[src/rtl/mtime_initiator_pkg.sv]
// Shared encodings for the mtime initiator: command ops, sequencer states,
// timer register addresses and the mtimecmp disarm value.
package mtime_initiator_pkg;

    typedef enum logic [1:0] {
        OP_READ    = 2'b00,
        OP_ARM_ABS = 2'b01,
        OP_ARM_REL = 2'b10,
        OP_DISARM  = 2'b11
    } op_e;

    typedef enum logic [2:0] {
        IDLE     = 3'd0,
        RD_HI1   = 3'd1,
        RD_LO    = 3'd2,
        RD_HI2   = 3'd3,
        W_LO_MAX = 3'd4,
        W_HI     = 3'd5,
        W_LO     = 3'd6,
        RESP     = 3'd7
    } state_e;

    // Timer address as {t_reg_sel, t_h_sel}.
    localparam logic [1:0]  MTIME_LO    = 2'b00;
    localparam logic [1:0]  MTIME_HI    = 2'b01;
    localparam logic [1:0]  MTIMECMP_LO = 2'b10;
    localparam logic [1:0]  MTIMECMP_HI = 2'b11;

    localparam logic [63:0] DISARM_VAL  = 64'hFFFF_FFFF_FFFF_FFFF;
    localparam logic [31:0] WORD_MAX    = 32'hFFFF_FFFF;

endpackage

[src/rtl/mtime_initiator.sv]
// Snapshots the 64-bit mtime over a 32-bit port and rewrites mtimecmp without spurious interrupts.
// Define MTIME_INITIATOR_RETRY_EN to compile in hi-lo-hi re-reads with an error after MAX_RETRY.
module mtime_initiator
    import mtime_initiator_pkg::*;
#(
    parameter int unsigned MAX_RETRY = 3
) (
    input  logic        clk,
    input  logic        rst_n,
    input  logic        cmd_valid,
    output logic        cmd_ready,
    input  logic [1:0]  cmd_op,
    input  logic [63:0] cmd_data,
    output logic        rsp_valid,
    input  logic        rsp_ready,
    output logic [63:0] rsp_data,
    output logic        rsp_err,
    output logic        t_reg_sel,
    output logic        t_h_sel,
    output logic [31:0] t_wdata,
    output logic        t_wenable,
    input  logic [31:0] t_rdata
);

    state_e      state_r;
    op_e         op_r;
    logic [63:0] data_r;
    logic [63:0] target_r;
    logic [63:0] rsp_data_r;
    logic [31:0] hi1_r;
    logic [31:0] t_wdata_r;
    logic [1:0]  t_addr_r;
    logic        t_wen_r;
    logic        rsp_valid_r;
    logic        read_done_s;
    logic [63:0] sample_s;

`ifdef MTIME_INITIATOR_RETRY_EN
    localparam int unsigned RETRY_W = (MAX_RETRY > 1) ? $clog2(MAX_RETRY) : 1;
    logic [RETRY_W-1:0] retry_r;
    logic [31:0]        lo_r;
    logic               rsp_err_r;

    // Snapshot is consistent once the second high read matches the first.
    assign read_done_s = (state_r == RD_HI2) && (t_rdata == hi1_r);
    assign sample_s    = {hi1_r, lo_r};
    assign rsp_err     = rsp_err_r;
`else
    assign read_done_s = (state_r == RD_LO);
    assign sample_s    = {hi1_r, t_rdata};
    assign rsp_err     = 1'b0;
`endif

    assign cmd_ready = (state_r == IDLE);
    assign rsp_valid = rsp_valid_r;
    assign rsp_data  = rsp_data_r;
    assign t_reg_sel = t_addr_r[1];
    assign t_h_sel   = t_addr_r[0];
    assign t_wdata   = t_wdata_r;
    assign t_wenable = t_wen_r & rst_n;

    // Sequencer: command accept, timer reads and writes, response hold.
    always_ff @(posedge clk) begin
        if (!rst_n) begin
            state_r     <= IDLE;
            op_r        <= OP_READ;
            data_r      <= 64'h0;
            target_r    <= 64'h0;
            rsp_data_r  <= 64'h0;
            hi1_r       <= 32'h0;
            t_wdata_r   <= 32'h0;
            t_addr_r    <= MTIME_LO;
            t_wen_r     <= 1'b0;
            rsp_valid_r <= 1'b0;
`ifdef MTIME_INITIATOR_RETRY_EN
            retry_r     <= '0;
            lo_r        <= 32'h0;
            rsp_err_r   <= 1'b0;
`endif
        end else begin
            // Timer-side outputs are set on entry to the state that uses them.
            t_addr_r  <= MTIME_LO;
            t_wdata_r <= 32'h0;
            t_wen_r   <= 1'b0;
            case (state_r)
                IDLE: begin
                    if (cmd_valid) begin
                        op_r   <= op_e'(cmd_op);
                        data_r <= cmd_data;
`ifdef MTIME_INITIATOR_RETRY_EN
                        retry_r   <= '0;
                        rsp_err_r <= 1'b0;
`endif
                        if (cmd_op == OP_READ || cmd_op == OP_ARM_REL) begin
                            state_r  <= RD_HI1;
                            t_addr_r <= MTIME_HI;
                        end else begin
                            state_r   <= W_LO_MAX;
                            target_r  <= (cmd_op == OP_DISARM) ? DISARM_VAL : cmd_data;
                            t_addr_r  <= MTIMECMP_LO;
                            t_wdata_r <= WORD_MAX;
                            t_wen_r   <= 1'b1;
                        end
                    end
                end
                RD_HI1: begin
                    hi1_r    <= t_rdata;
                    state_r  <= RD_LO;
                    t_addr_r <= MTIME_LO;
                end
                RD_LO: begin
`ifdef MTIME_INITIATOR_RETRY_EN
                    lo_r     <= t_rdata;
                    state_r  <= RD_HI2;
                    t_addr_r <= MTIME_HI;
`else
                    state_r  <= RD_LO;
`endif
                end
`ifdef MTIME_INITIATOR_RETRY_EN
                RD_HI2: begin
                    if (!read_done_s) begin
                        if (retry_r == RETRY_W'(MAX_RETRY - 1)) begin
                            rsp_err_r  <= 1'b1;
                            rsp_data_r <= {t_rdata, lo_r};
                            state_r    <= RESP;
                        end else begin
                            retry_r  <= retry_r + RETRY_W'(1);
                            hi1_r    <= t_rdata;
                            state_r  <= RD_LO;
                            t_addr_r <= MTIME_LO;
                        end
                    end
                end
`endif
                // Low word parked at all ones first so a half-updated compare never fires early.
                W_LO_MAX: begin
                    state_r   <= W_HI;
                    t_addr_r  <= MTIMECMP_HI;
                    t_wdata_r <= target_r[63:32];
                    t_wen_r   <= 1'b1;
                end
                W_HI: begin
                    state_r   <= W_LO;
                    t_addr_r  <= MTIMECMP_LO;
                    t_wdata_r <= target_r[31:0];
                    t_wen_r   <= 1'b1;
                end
                W_LO: begin
                    rsp_data_r <= target_r;
                    state_r    <= RESP;
                end
                RESP: begin
                    if (!rsp_valid_r) begin
                        rsp_valid_r <= 1'b1;
                    end else if (rsp_ready) begin
                        rsp_valid_r <= 1'b0;
                        state_r     <= IDLE;
                    end
                end
                default: state_r <= IDLE;
            endcase

            // A finished snapshot either answers READ or seeds the ARM_REL target.
            if (read_done_s) begin
                if (op_r == OP_ARM_REL) begin
                    target_r  <= sample_s + data_r;
                    state_r   <= W_LO_MAX;
                    t_addr_r  <= MTIMECMP_LO;
                    t_wdata_r <= WORD_MAX;
                    t_wen_r   <= 1'b1;
                end else begin
                    rsp_data_r <= sample_s;
                    state_r    <= RESP;
                end
            end
        end
    end

endmodule

[config.mk]
export PLATFORM = sky130hd
export DESIGN_NAME = mtime_initiator
export DESIGN_NICKNAME = d
export VERILOG_FILES = /design/src/rtl/mtime_initiator_pkg.sv /design/src/rtl/mtime_initiator.sv
export SDC_FILE = /design/constraint.sdc
export NUM_CORES = 1
export LEC_CHECK = 0
export ABC_AREA = 1
export CORE_MARGIN = 5
export CORE_UTILIZATION = 35
export DETAILED_ROUTE_END_ITERATION = 6
export MAX_ROUTING_LAYER = met4
export PLACE_DENSITY = 0.62
export SLEW_MARGIN = 10
export SYNTH_ARGS = -nofsm -noshare
export SYNTH_HDL_FRONTEND = slang
export SYNTH_SLANG_ARGS = --single-unit
[constraint.sdc]
create_clock -name clk -period 3.2 [get_ports clk]
set_input_delay 0.48 -clock clk [delete_from_list [all_inputs] [get_ports clk]]
set_output_delay 0.48 -clock clk [all_outputs]
set_load 0.01 [all_outputs]
# After elaboration in Yosys (flattened, before gate mapping)
# Index checks and enable logic that the tools add are counted.
[totals] reg_bits=265 latchBits=0 ram_bits=0 rom_bits=0 in_bits=102 out_inout_bits=102 elab_cells=63 mem_count=0
[classes] n_addsub=1 mul=0 div_mod_pow=0 order_cmp=0 n_eq_ne=12 shift=0 mux=33 bitwise_logic=1 reduce_logical=6
[op_table] operator="$mux W64" count=9
[op_table] operator="$mux W32" count=4
[op_table] operator="$pmux W32 S3" count=1
[op_table] operator="$add A64 B64 Y64" count=1
[op_table] operator="$pmux W3 S6" count=1
[op_table] operator="$mux W3" count=5
[op_table] operator="$eq A3 B3 Y1 const B" count=4
[op_table] operator="$mux W2" count=5
[op_table] operator="$eq A2 B2 Y1 const B" count=3
[op_table] operator="$mux W1" count=6
[op_table] operator="$ne A3 B3 Y1 const B" count=2
[op_table] operator="$pmux W2 S3" count=1
[op_table] operator="$eq A3 B1 Y1 const B" count=1
[op_table] operator="$eq A3 B2 Y1 const B" count=1
[op_table] operator="$logic_not A3 Y1" count=1
[op_table] operator="$ne A3 B2 Y1 const B" count=1
[op_table] operator="$reduce_and A3 Y1" count=1
[op_table] operator="$logic_not A2 Y1" count=1
[op_table] operator="$pmux W1 S2" count=1
[op_table] operator="$reduce_and A2 Y1" count=1
[op_table] operator="$reduce_or A2 Y1" count=1
[op_table] operator="$and A1 B1 Y1" count=1
[op_table] operator="$logic_or A1 B1 Y1" count=1

# Longest topological paths before layout
[depth] depth_word=7 mapped_depth=17 mapped_depth_nobuf=17

# Worst setup path after synthesis
# No wires, ideal clock.
[synth_timing] kind="in2reg" startpoint="input t_rdata[0]" endpoint="register target_r[62]" setup_time_ns=0.109 arrival_time_ns=2.028 required_time_ns=3.091 path_slack_ns=1.064 cell_stages=16 path_buffers=0 path_cell_list="ha_1 -> fa_1 -> nand3_1 -> nand3_2 -> nand2_1 -> nand2_1 -> nand3_1 -> nand2_1 -> nand2_1 -> nand2_1 -> nand2_1 -> nand2_1 -> nand2_1 -> nand3_1 -> nand2_1 -> inv_1"
[synth_between] elab_chain_cells=3
[synth_rtl] element="start: declaration" line="mtime_initiator.sv:22" text="input logic [31:0] t_rdata"
[synth_rtl] element="$add A64 B64 Y64" line="mtime_initiator.sv:167" text="target_r <= sample_s + data_r;"
[synth_rtl] element="$mux W64" line="mtime_initiator.sv:166" text="if (op_r == OP_ARM_REL) begin"
[synth_rtl] element="$mux W64" line="mtime_initiator.sv:165" text="if (read_done_s) begin"
[synth_rtl] element="end signal: assignment" line="mtime_initiator.sv:99" text="target_r <= (cmd_op == OP_DISARM) ? DISARM_VAL : cmd_data;"
[synth_rtl] element="end signal: assignment" line="mtime_initiator.sv:167"
[synth_rtl] element="end: declaration" line="mtime_initiator.sv:28" text="logic [63:0] target_r;"
# No other way between the ends.
# A chain may end at the register's enable or synchronous reset.

# Worst setup path after layout
[layout_timing] startpoint="register hi1_r[9]" endpoint="register target_r[47]"
[layout_between] elab_chain_cells=3
[layout_rtl] element="start: declaration" line="mtime_initiator.sv:30" text="logic [31:0] hi1_r;"
[layout_rtl] element="start signal: assignment" line="mtime_initiator.sv:107" text="hi1_r <= t_rdata;"
[layout_rtl] element="$add A64 B64 Y64" line="mtime_initiator.sv:167"
[layout_rtl] element="$mux W64" line="mtime_initiator.sv:166"
[layout_rtl] element="$mux W64" line="mtime_initiator.sv:165"
# No other way between the ends.

==> results.ini <==
[clocking]
clk_latency_ns=0.55
htreeDepth=2
clk_pin_slew_ns=0.06
cts_hold_buffers=0
root_buffer=clkbuf_16
numCtsBuffers=34
post_cts_buffers=0
cts_tree=built
clock_path_buffers=3
cts-resized-gates=0
cts_num_sinks=264

[layout]
finalNetCount=2980
post-route-util_pct=44.3
synthToLayoutAreaGrowth_pct=25.7
drive_gt1_share_pct=7.19

[setup_path]
r2r_slack_ns=0.37
cp-start-kind=flip-flop
worst-endpoint-required_ns=3.59
r2r_cells=10
regToRegStartpoint=hi1_r[9]
crit_path_end_kind=flip-flop
cp.arrival_ns=3.22
worstSetupEndpoint=target_r[47]
crit_path_start=hi1_r[9]
crit_type=flip-flop to flip-flop
reg2reg_to=target_r[47]
crit_path_max_fanout=5

[global_route]
antenna_found_initial=4
grt.overflow.total=0
grt_pass1_wl_um=118000
grt_max_degree=131
grt_usage_pct=32.3
grt_pass1_vias=17100

[synthesis]
syn_area_per_cell_um2=6.26
synth_top_flop_cell=dfxtp_1
synth_nets=2778
netlist_instances=2612
yosysMostFrequentCell=nand2_1
synth_area_mm2=0.0163
yosysWarnings=0
ys_seq_elements=264
synth_top_area_share_pct=32.3
ys_types=49
async_reset_ff_share_pct=0
yosysSeqAreaShare_pct=32.3
synthTopCellsByCount=nand2_1, inv_1, dfxtp_1, a21oi_1, nor2_1
synth_area_leaders=dfxtp_1, nand2_1, inv_1
yosysTopAreaCell=dfxtp_1
synth_edf_count=0

[floorplan]
die_area_mm2=0.0511
chipHeight_um=226
core_mm2=0.0464
boundaryPins=204
rows=79
initial_core_util_pct=35.3
die_w_um=226

[sta]
final_max_slew_viol_count=0
max_freq_mhz=353
hold_violations=0
rsz0062_at_grt=no
final-setup-viol-count=0
tightestPinTransition_ns=0.873
fin_tns_setup_ns=0
post-route-period-util_pct=88.4
clock_skew_ns=0.0182
relSlewSlack_pct=41.8
period_needed_ns=2.83
fin_hold_ws_ns=0.398

[detailed_routing]
firstDrtPassIters=6
totalWireLength_um=83600
vias_per_cell=5.42
drtAntennaViolNets=0
post_drt_wl_per_cell_um=24.3
num_vias=18700
drc=0
initialDrtViolationCount=2159

[pwr]
peakVddDrop_v=0.000573
powerDensity_mw_per_mm2=841
p_leak_nw=9.55

[placement]
gp_congestion=1.06
port-buffer-count=202
dp_hpwl_um=64900

[run]
maxCapViolations=0

[outcome]
status=completed

[min_path]
min_from=rst_n
hold_path.class=primary input to flip-flop

==> area by class of cell <==
class,count,area (µm²)
multi-input cells,1816,8990
flip-flops and latches,264,5290
diodes,1,2.50
repair buffers,285,2760
inverters,413,1560
fillers,4936,25800
well taps,607,759
clock inverters,15,251
clock buffers,46,946
==> through the flow <==
step | instance area, µm² | std cells | total power, mW | setup WS [ns]
floorplan | 16300 | 2612 | 9.10 | 1.06
global placement | 19300 | 3385 | 12.9 | -0.0407
detailed placement | 19300 | 3385 | 12.9 | -0.000265
CTS | 20500 | 3446 | 17.1 | 0.456
global route | 20500 | 3447 | 18.1 | 0.320
finish | 20500 | 3447 | 17.3 | 0.370
==> layer usage <==
metal  up-vias  share of wire [%]  global-route usage [%]
li1       8753                  -                       -
met2       901                 43                    48.0
met4         0                3.0                    8.23
met3       130                8.7                    5.28
met1      8892                 45                    45.8
met5         -                  0                       -
==> power breakdown <==
group	internal (mW)	switching (mW)	total (mW)
sequential	4.27	1.12	5.39
clock	2.57	1.63	4.20
combinational	2.79	4.89	7.68
==> placed cells by master (no fill, tap or decap), types with 28 or more instances in the layout <==
cell	count
a21oi_1	210
a221oi_1	32
a31oi_1	64
buf_4	75
clkbuf_16	34
clkdlybuf4s50_1	201
dfxtp_1	264
ha_1	63
inv_1	392
nand2_1	842
nand3_1	94
nor2_1	174
o211ai_1	28
o21ai_0	139
o21ai_1	28
==> critical path, cell delays in order (launching register included) <==
cell,delay [ns]
dfxtp_1,0.43
ha_1,0.67
nand2_2,0.26
nor2_4,0.20
nand2_2,0.11
nor2_1,0.23
nand3_1,0.20
nand3_1,0.14
nand2_1,0.06
nand3_1,0.26
a21oi_1,0.10
==> worst min-delay path by stage <==
stage	slack, ns	to	depth (start not counted)
floorplan	0.43	op_r[1]	2
global placement	0.44	op_r[1]	2
detailed placement	0.45	op_r[1]	2
CTS	0.37	target_r[9]	3
global route	0.39	rsp_data[7]	3
finish	0.40	hi1_r[3]	3
==> kinds of logic after synthesis <==
family	synth area share, %
other	0.0229
buffers and inverters	12.7
adders and majority gates	4.95
DFF	32.3
and+or+nand+nor	29.6
AOI/OAI and AO/OA	19.5
xor gates and xnor gates	0.857
==> state kept, by name (all words and copies together) (netlist names) <==
register / count
rsp_data: 64
t_addr_r: 2
target_r: 64
hi1_r: 32
t_wdata: 32
state_r: 3
rsp_valid: 1
op_r: 2
data_r: 64
No activity file was read; power rests on OpenSTA's default activity.
==> variant (same flow settings) <==
Reset style: asynchronous (`rst_n`), changed in one clocked block.
--- a/src/rtl/mtime_initiator.sv
+++ b/src/rtl/mtime_initiator.sv
@@ -62,3 +62,3 @@
     // Sequencer: command accept, timer reads and writes, response hold.
-    always_ff @(posedge clk) begin
+    always_ff @(posedge clk or negedge rst_n) begin
         if (!rst_n) begin
Behaviour: differs if rst_n is asserted again (counterexample within 4 cycles, from zero or initial values and one cycle with rst_n low); with rst_n held inactive, the same outputs for 4 cycles.
==> variant against the unedited design <==
  * Setup slack gained 110 ps
  * Combinational power increased by 82%
  * Non-clock buffer count shrank 8
  * Global-route usage fell by 5.0 points
  * Synthesized cell count decreased by 9.4%
  * Count of clock-buffer cells in the layout is the same
  * Critical path depth rose by 4
  * Cell area rose by 1.3%
  * Total power grew 41%
  * Sequential cell count unchanged
  * Maximum frequency increased by 3.9%
  * Routed wire length fell by 16%
  * Sequential share of layout area rose by 6.0 points
  * Area after synthesis grew 2.0%
  * Critical path type unchanged
  * Critical endpoint is now target_r[38]$_DFF_PN0_
==> variant: results (changes against the unedited design) <==
Worst setup path
  • R2R Path End: target_r[38]$_DFF_PN0_ (was target_r[47]$_SDFF_PN0_)
  • Max FO, Critical Path: 4 (was 5)
  • Worst reg-to-reg path cell count: 14 (was 10)
  • Critical path arrival: 3160 ps (was 3220 ps)
  • CP startpoint: data_r[0]$_DFFE_PN0P_ (was hi1_r[9]$_SDFFE_PN0P_)
  • Flop-to-flop setup slack: 480 ps (was 370 ps)

Place
  • Pre-CTS worst setup slack: -21.2 ps (was -0.265 ps)
  • Placer congestion estimate: 0.973 (was 1.06)
  • Cell count after placement: 3166 (was 3385)
  • Area after DPL: 19700 sq um (was 19300 sq um)
  • DP HPWL: 54.8 mm (was 64.9 mm)

Global routing
  • M2 GR Usage: 41.3% (was 48.0%)
  • Largest net degree at the start of global routing: 154 (was 131)
  • Met3 Usage GRT: 4.02% (was 5.28%)
  • GRT Overall Usage: 27.3% (was 32.3%)
  • First-pass GRT wire length: 106 mm (was 118 mm)
  • Met1 Use GR: 37.0% (was 45.8%)
  • Initial antenna violation count: 0 (was 4)

Run status
  • Status: completed (unchanged)

Synthesis
  • Ys flop type: dfrtp_1 (was dfxtp_1)
  • Synth cell types: 48 (was 49)
  • XOR/XNOR Fraction of Synth Area: 0.631% (was 0.857%)
  • Mux cell area share after synthesis: 1.96% (was 0%)
  • Area contributors post-synth: dfrtp_1, nand2_1, inv_1 (was dfxtp_1, nand2_1, inv_1)
  • Compound-Gate Fraction of Synth Area: 14.2% (was 19.5%)
  • Syn Nets: 2532 (was 2778)
  • Asr flop ratio synth: 100% (was 0%)
  • Register area share after synthesis: 39.6% (was 32.3%)
  • Commonest cells post-synth: nand2_1, inv_1, dfrtp_1 (was nand2_1, inv_1, dfxtp_1)
  • Cells after Synth: 2366 (was 2612)

Routing
  • Vias: 16900 (was 18700)
  • Post-DR wirelength/cell: 21.9 um (was 24.3 um)
  • 1st-iter DRT viols: 1457 (was 2159)
  • Met1 wire length: 31.6 mm (was 37.8 mm)
  • Drt pass-1 iters: 5 (was 6)
  • Drt total wl: 70.5 mm (was 83.6 mm)
  • Met3 WL post-DR: 4.34 mm (was 7.27 mm)
  • Routed met2 length: 31.1 mm (was 36.0 mm)

Pwr
  • Comb power: 14.0 mW (was 7.68 mW)
  • Int Pwr: 12.4 mW (was 9.63 mW)
  • Total chip power: 24.4 mW (was 17.3 mW)
  • Worst vdd ir: 0.000587 V (was 0.000573 V)
  • Reg power frac: 27.0% (was 31.2%)

Cells and area
  • Fillers: 4901 (was 4936)
  • Share of layout cells above drive strength 1: 7.21% (was 7.19%)
  • Ant diodes: 0 (was 1)
  • Fin nets: 2754 (was 2980)
  • Core Util, Final: 43.9% (was 44.3%)

Timing
  • Tmin final: 2720 ps (was 2830 ps)
  • Worst Skew: 19.1 ps (was 18.2 ps)
  • Final hold slack: 399 ps (was 398 ps)
  • Slew of the pin with the lowest slew margin: 960 ps (was 873 ps)
variant: cell count changes after synthesis, sizes merged, moves of 29 or more:
cell	before	now
dfrtp	0	264
dfxtp	264	0
nand2	848	723
inv	411	352
a21oi	210	156
o21ai	167	114
nand3	99	143
nor2	197	232
clkbuf	70	39
mux2	0	29
variant: layout make-up:
class	count	share of cell area (%)
Clock inverter	11	0.523
Clock buffer	46	4.65
Inverter	353	6.40
Sequential cell	264	31.8
Multi-Input combinational cell	1658	39.9
Tap cell	615	3.70
Timing Repair Buffer	277	13.1
variant: worst max-delay path: stages (launching register included):
cell,delay [ps]
dfrtp_1,390
ha_1,280
fa_1,480
nand3_1,130
nand3_2,100
nand2_1,80
nand2_1,80
nand2_1,70
nand2_1,130
nand2_1,90
nand2_1,290
nand3_1,240
nand3_1,90
nand3_1,90
nand2_1,70
variant: repair_timing:
| item | CTS | global route |
|---|---|---|
| buffers inserted | 0 | 0 |
| hold endpoints to repair | 37 | 0 |
| hold buffers | 1 | 0 |
